## src/rtl/posit_decode_pipe.sv

```systemverilog
// posit_decode_pipe
//   Two-stage pipelined unpacker for posit<WIDTH,EN>, feeding the posit adder's
//   alignment logic. Stage 1 captures the sign, magnitude and special-value
//   flags. Stage 2 extracts the regime, exponent and fraction, and registers
//   the sign, the signed scale (k*2^EN + e) and the hidden-bit mantissa.
//   Valid/ready on both sides. One decode per cycle. No path from in_* to out_*.
//
// Ports
//   clk        rising-edge clock
//   rst        asynchronous active-low reset
//   in_valid   input posit valid
//   in_ready   block can accept an input this cycle
//   in_posit   packed posit word
//   out_valid  decoded result valid
//   out_ready  downstream accepts the result
//   out_sign   sign bit (0 for zero/NaR)
//   out_scale  signed scale, two's complement (0 for zero/NaR)
//   out_mant   mantissa, MSB = hidden 1, fraction left-aligned (0 for zero/NaR)
//   out_zero   input was 0
//   out_nar    input was NaR
module posit_decode_pipe #(
  parameter  int WIDTH = 32,
  parameter  int EN    = 3,
  localparam int SW    = $clog2(WIDTH-1) + EN + 2,
  localparam int MW    = WIDTH - EN - 2
) (
  input  logic             clk,
  input  logic             rst,
  input  logic             in_valid,
  output logic             in_ready,
  input  logic [WIDTH-1:0] in_posit,
  output logic             out_valid,
  input  logic             out_ready,
  output logic             out_sign,
  output logic [SW-1:0]    out_scale,
  output logic [MW-1:0]    out_mant,
  output logic             out_zero,
  output logic             out_nar
);

  // Goes high on the first clock after reset release. It holds off input
  // acceptance until that clock.
  logic up_q;

  logic             s1_valid;
  logic             s1_sign;
  logic             s1_zero;
  logic             s1_nar;
  logic [WIDTH-2:0] s1_abs;     // magnitude without its MSB (always 0 unless NaR)

  logic s1_load;
  logic s2_load;

  // Each stage advances when it is empty or its contents move on this cycle.
  assign s2_load  = !out_valid || out_ready;
  assign s1_load  = up_q && (!s1_valid || s2_load);
  assign in_ready = s1_load;

  // The low WIDTH-1 bits of -p are the two's complement of the low bits of p.
  logic [WIDTH-2:0] abs_in;
  assign abs_in = in_posit[WIDTH-1] ? (~in_posit[WIDTH-2:0] + (WIDTH-1)'(1))
                                    : in_posit[WIDTH-2:0];

  // NOTE: state is updated with non-blocking assignments so every flop samples
  // pre-edge values. Data registers are reset too, because the outputs must
  // read as zero while the block is in reset.
  always_ff @(posedge clk or negedge rst) begin
    if (!rst) begin
      up_q     <= 1'b0;
      s1_valid <= 1'b0;
      s1_sign  <= 1'b0;
      s1_zero  <= 1'b0;
      s1_nar   <= 1'b0;
      s1_abs   <= '0;
    end else begin
      up_q <= 1'b1;
      if (s1_load) begin
        s1_valid <= in_valid;
        if (in_valid) begin
          s1_sign <= in_posit[WIDTH-1];
          s1_abs  <= abs_in;
          s1_zero <= (in_posit == '0);
          s1_nar  <= (in_posit == {1'b1, {(WIDTH-1){1'b0}}});
        end
      end
    end
  end

  // Stage-2 field extraction from the stage-1 magnitude.
  logic             regime_bit;
  logic             found;
  int               run;        // regime run length, 1..WIDTH-1
  int               k;
  logic [WIDTH-4:0] rest;       // bits after the terminator, left-aligned
  logic [EN-1:0]    exp_c;
  logic [MW-2:0]    frac_c;
  logic [SW-1:0]    scale_c;

  // NOTE: every variable gets a default at the top of the block, so no path
  // leaves one unassigned and no latch is inferred.
  always_comb begin
    regime_bit = s1_abs[WIDTH-2];
    found      = 1'b0;
    run        = WIDTH - 1;
    for (int i = WIDTH-3; i >= 0; i--) begin
      if (!found && (s1_abs[i] != regime_bit)) begin
        run   = WIDTH - 2 - i;
        found = 1'b1;
      end
    end
    // The two top bits are always regime/terminator. Shifting the remainder
    // by run-1 drops the rest of the run and the terminator. A run that reaches
    // bit 0 leaves nothing, so the exponent and fraction become zero.
    rest            = s1_abs[WIDTH-4:0] << (run - 1);
    {exp_c, frac_c} = rest;
    k               = regime_bit ? (run - 1) : -run;
    scale_c         = SW'(k * (2 ** EN) + int'(exp_c));
  end

  always_ff @(posedge clk or negedge rst) begin
    if (!rst) begin
      out_valid <= 1'b0;
      out_sign  <= 1'b0;
      out_scale <= '0;
      out_mant  <= '0;
      out_zero  <= 1'b0;
      out_nar   <= 1'b0;
    end else if (s2_load) begin
      out_valid <= s1_valid;
      if (s1_valid) begin
        out_zero <= s1_zero;
        out_nar  <= s1_nar;
        if (s1_zero || s1_nar) begin
          out_sign  <= 1'b0;
          out_scale <= '0;
          out_mant  <= '0;
        end else begin
          out_sign  <= s1_sign;
          out_scale <= scale_c;
          out_mant  <= {1'b1, frac_c};
        end
      end
    end
  end

endmodule

```

## config.mk

```make
export PLATFORM = sky130hd
export DESIGN_NAME = posit_decode_pipe
export DESIGN_NICKNAME = d
export VERILOG_FILES = /design/src/rtl/posit_decode_pipe.sv
export SDC_FILE = /design/constraint.sdc
export NUM_CORES = 1
export LEC_CHECK = 0
export CORE_MARGIN = 4
export CORE_UTILIZATION = 52
export CTS_CLUSTER_DIAMETER = 40
export CTS_CLUSTER_SIZE = 14
export DETAILED_ROUTE_END_ITERATION = 10
export PLACE_DENSITY = 0.87
export SLEW_MARGIN = 20
export SYNTH_ARGS = -nofsm -noshare
export SYNTH_HDL_FRONTEND = slang
export SYNTH_SLANG_ARGS = --single-unit
```

## constraint.sdc

```tcl
create_clock -name clk -period 6.55 [get_ports clk]
set_clock_uncertainty 0.1 [all_clocks]
set_input_delay 1.6375 -clock clk [delete_from_list [all_inputs] [get_ports clk]]
set_output_delay 1.6375 -clock clk [all_outputs]
set_load 0.02 [all_outputs]
```

Word-level counts from Yosys, hierarchy flattened
Cells that the tools add are included.

storage, ports and cells
  output and inout port bits = 42
  word-level logic and storage cells = 180
  flip-flop bits (word level) = 77
  bits of input ports = 36

cells by class
  multiplexer cells = 64
  bitwise gates (word level) = 1
  eq/ne operators = 31
  reductions and logical operators = 67
  add/sub/neg operators = 4
  shift-type cells = 1

operator list
  operator               number
  $mux 32                29
  $eq 32x32->1 const B   1
  $logic_not 32->1       1
  $shl 29x32->29         1
  $sub 32x2->32 const B  1
  $add 31x1->31 const B  1
  $logic_not 1->1        31
  $mux 31                1
  $not 31->31            1
  $logic_and 1x1->1      30
  $mux 1                 30
  $ne 1x1->1             30
  $mux 27                1
  $add 10x4->10          1
  $mux 10                1
  $mux 7                 1
  $neg 7->7              1
  $mux 5                 1
  $reduce_and 2->1       2
  $logic_or 1x1->1       3

Longest topological paths before layout
  word-level depth = 93
  mapped depth = 21
  depth with buffers taken out = 16

Worst setup path after synthesis
Ideal clock, no wire load.

  kind = register -> register
  from = register s1_abs[30]
  to = register out_mant[22]
  path slack = 1979 ps
  clock period less this slack = 4571 ps
  stages on the path, launching flop included = 19
  data required time = 6320 ps
  path buffers = 7
  arrival time = 4341 ps
  path through = dfrtp_1 > buf_6 > buf_6 > buf_6 > xnor2_1 > o211ai_1 > or3_1 > o21bai_1 > a211oi_2 > inv_2 > ha_1 > clkbuf_1 > inv_1 > clkbuf_1 > clkbuf_1 > clkbuf_1 > mux4_2 > a32oi_1 > nand3_1

on the way
  cells in the longest elaborated chain, start to end = 92
  elaborated cells between the ends (all ways) = 150
  those cells by class = 1 x add/sub; 30 x eq/ne; 1 x shift; 60 x mux; 58 x reduce/logical

ends and longest elaborated chain
  element                   RTL line  RTL
  start: declaration        49        logic [WIDTH-2:0] s1_abs;
  start signal: assignment  81        s1_abs <= abs_in;
  $ne 1x1->1                106       if (!found && (s1_abs[i] != regime_bit)) begin
  $mux 1                    106
  $logic_not 1->1           106
  $logic_and 1x1->1         106
  $mux 1                    106
  $logic_not 1->1           106
  $logic_and 1x1->1         106
  $mux 1                    106
  (+76 left out)            -
  $logic_and 1x1->1         106
  $mux 1                    106
  $logic_not 1->1           106
  $logic_and 1x1->1         106
  $mux 32 *                 106
  $sub 32x2->32 *           -
  $shl 29x32->29 *          114       rest = s1_abs[WIDTH-4:0] << (run - 1);
  $mux 27 *                 133       if (s1_zero || s1_nar) begin
  end signal: assignment    140       out_mant <= {1'b1, frac_c};
  end: declaration          36        output logic [MW-1:0] out_mant,

Mark *: on every way between the ends. The rest lies on a longest branch, timed or not.
A chain may end at the register's enable or synchronous reset.

Worst setup path after layout
  from = register s1_abs[30]
  to = register out_mant[18]

The elaborated chain is that of the path after synthesis.

==> impl_metrics.tcl <==
set metrics [dict create \
    cts_hold_buffers 0 \
    io_buffer_count 77 \
    chipHeight_um 116.4 \
    synth_ff_type "dfrtp_1" \
    relSlewSlack_pct 31.39 \
    drc 0 \
    slowest_delay_ns 0.76 \
    wl_um 16900 \
    tightest_slew_ns 1.026 \
    area_delta_synth_final_pct 17.42 \
    power_frac_clock_pct 17.4 \
    cts_made_buffers 9 \
    required_ns 6.65 \
    synth_top_cell_by_area "dfrtp_1" \
    synthTopCellsByArea "dfrtp_1, nand2_1, mux4_2" \
    gr-usage-all-layers_pct 25.53 \
    nets 774 \
    yosysUniqueCellTypes 79 \
    min_path_type "flop to flop" \
    grt_pass1_wl_um 27530 \
    coreArea_sq_um 11470 \
    setup_violations 0 \
    grt_max_degree 78 \
    rows 39 \
    cp_cell_sequence "buf_4 > xnor2_1 > o211ai_1 > or3_1 > o21bai_1 > a211oi_4 > inv_2 > ha_1 > inv_1 > mux4_2 > a22oi_1 > nor2_1 > a21oi_1 > o221ai_1" \
    cp-start-kind "flop" \
    cp.arrival_ns 5.23 \
    gp_congestion 1.033 \
    drv_slew 0 \
    stdcell_area_sq_um 7176 \
    vias 5703 \
    pin_count 78 \
    outcome "finished, final reports clean" \
    peakVddDrop_mv 0.2554 \
    syn_inst 696 \
    p_int_uw 1718 \
    diodes 0 \
    p_sw_share_pct 43.86 \
    power.leakage_uw 0.003019 \
    rsz0062_at_grt "false" \
    fin_util_pct 62.58 \
    fmax_mhz 195.0 \
    synth-edff-count 0 \
    clockBufferDepth 2 \
    dieArea_sq_um 13550 \
    yosysTopAreaCellShare_pct 31.53 \
    synth_area_sq_um 6111 \
    drive_gt1_share_pct 10.95 \
    path_class "flop to flop" \
    ys_seq_area_share_pct 31.53 \
    maxCapViolCount 0 \
    path_buf_inv 3 \
    cts.clk_slew.worst_paths_ns 0.06 \
    initial_core_util_pct 53.29 \
    post-dp-hpwl_um 12430 \
    avgSynthCellArea_sq_um 8.780 \
    post-route-period-util_pct 78.28 \
    p_switching_uw 1342 \
    placed_cell_area_sq_um 6858 \
    drtIter0Drc 710 \
    die_w_um 116.4 \
    htreeDepth 3 \
    via_per_inst 6.459 \
    antenna_found_initial 0 \
    final_hold_viol_count 0 \
    grt_overflow 0 \
    async_flop_share_pct 100.0 \
    tns_ns 0 \
    clk_latency_ns 0.34 \
    crit_family "compound AO/OA/AOI/OAI gates" \
    cts_setup_buffers 0 \
    synth_most_common_cell "nand2_1" \
    seq_power_share_pct 25.6 \
    cts_tree "done" \
    syn_nets 735 \
    ys_seq_elements 77 \
    crit_path_end_kind "flop" \
    final_antenna_net_count 0 \
    dr.pass1.iters 6 \
    yosysWarnings 0 \
    clock_sinks 77 \
    power.density_nw_per_um2 426.5 \
    p_comb_share_pct 57.0 \
    cp_slowest_cell "dfrtp_1" \
    critPathMaxFanout 25 \
    clock-root-buffer "clkbuf_16" \
    yosys-top-cells-count "nand2_1, dfrtp_1, o21ai_0" \
    grt_pass1_vias 5466 \
    period_minus_slack_ns 5.128 \
    wl_per_cell_um 19.14 \
    post_cts_resized 0 \
]
[cell usage in the layout, fill, tap and decap left out, types with 6 or more instances in the layout]
master	synthesis	layout
nor3_1	14	14
a21oi_1	19	19
mux2_2	9	9
nand3_1	16	16
or4_1	6	6
dfrtp_1	77	77
o21ai_1	6	6
a21o_1	6	6
buf_4	2	13
clkbuf_16	0	9
a22o_1	12	12
nand2b_1	11	11
and3_1	6	6
mux2i_1	35	35
a22oi_1	8	8
o21ai_0	58	58
mux4_2	18	18
o221ai_1	6	6
xnor2_1	8	8
clkdlybuf4s50_1	0	76
nand2_1	110	110
inv_1	10	10
xor2_1	28	28
or3_1	12	12
o31ai_1	12	12
o211ai_1	6	6
o22ai_1	6	6
nor2_1	32	32
[logic make-up (layout without fill, tap and decap cells)]
group / after synthesis / in the layout / synth area share, %
adders and majority gates: 3 / 3 / 0.6143
muxes: 65 / 65 / 14.70
xor gates and xnor gates: 36 / 36 / 5.160
other: 1 / 1 / 0.06137
AOI/OAI and AO/OA: 197 / 197 / 22.79
buffers and inverters: 72 / 116 / 5.651
DFF: 77 / 77 / 31.53
and+or+nand+nor: 245 / 245 / 19.49
[worst reg2reg max path: stages, from the launching register on]
cell      delay, ns
dfrtp_1        0.76
buf_4          0.41
xnor2_1        0.17
o211ai_1       0.10
or3_1          0.34
o21bai_1       0.21
a211oi_4       0.28
inv_2          0.11
ha_1           0.30
inv_1          0.75
mux4_2         0.63
a22oi_1        0.46
nor2_1         0.07
a21oi_1        0.15
o221ai_1       0.15
[path summary, 6_finish.rpt]
| kind | from | to | slack [ns] | cells past startpoint |
|---|---|---|---|---|
| setup / recovery | s1_abs[30] | out_mant[18] | 1.42 | 14 |
| setup reg to reg | s1_abs[30] | out_mant[18] | 1.42 | 14 |
| min in group asynchronous | rst | out_scale[3] | 1.31 | 1 |
| hold / removal | out_mant[14] | out_mant[14] | 0.37 | 2 |
| max in group asynchronous | rst | s1_abs[1] | 4.40 | 1 |
| hold reg to reg | out_mant[14] | out_mant[14] | 0.37 | 2 |
[power by group through the flow]
stage | Combinational, uW | Sequential [uW] | Clock [uW]
2_1_floorplan | 1170 | 800 | 0
3_3_place_gp | 1690 | 779 | 0
3_5_place_dp | 1720 | 788 | 0
4_1_cts | 1720 | 779 | 531
5_1_grt | 1860 | 805 | 553
6_report | 1740 | 785 | 532
[per-stage QoR]
step	cells	setup WS, ns	total power, uW	hold WS (ns)
after global routing	883	1.086	3222	0.4025
after floorplan	696	1.979	1971	0.3485
final	883	1.422	3060	0.3685
after global placement	867	1.576	2467	0.3527
after detailed placement	867	1.448	2503	0.3614
after CTS	883	1.459	3033	0.3733
[registers in the layout (all words and copies together) (netlist names)]
register   cells
up_q           1
s1_zero        1
out_valid      1
s1_valid       1
out_mant      27
s1_nar         1
out_sign       1
s1_sign        1
out_zero       1
out_scale     10
s1_abs        31
out_nar        1
[per-layer routing]
metal / GRT usage, % / vias to the layer above / share of wire, %
met2: 42.49 / 291 / 48
met5: 0 / - / 0
met4: 9.977 / 0 / 2.7
met3: 2.953 / 47 / 6.9
li1: - / 2665 / -
met1: 34.16 / 2700 / 42
[layout make-up]
| type | count | area, sq um |
|---|---|---|
| fill | 934 | 4292 |
| multi-input combinational | 547 | 3852 |
| sequential | 77 | 1927 |
| timing repair buffer | 89 | 858.3 |
| clock buffer | 11 | 232.7 |
| tap | 143 | 178.9 |
| clock inverter | 5 | 85.08 |
| inverter | 11 | 41.29 |
(Power assumes the default switching activity.)
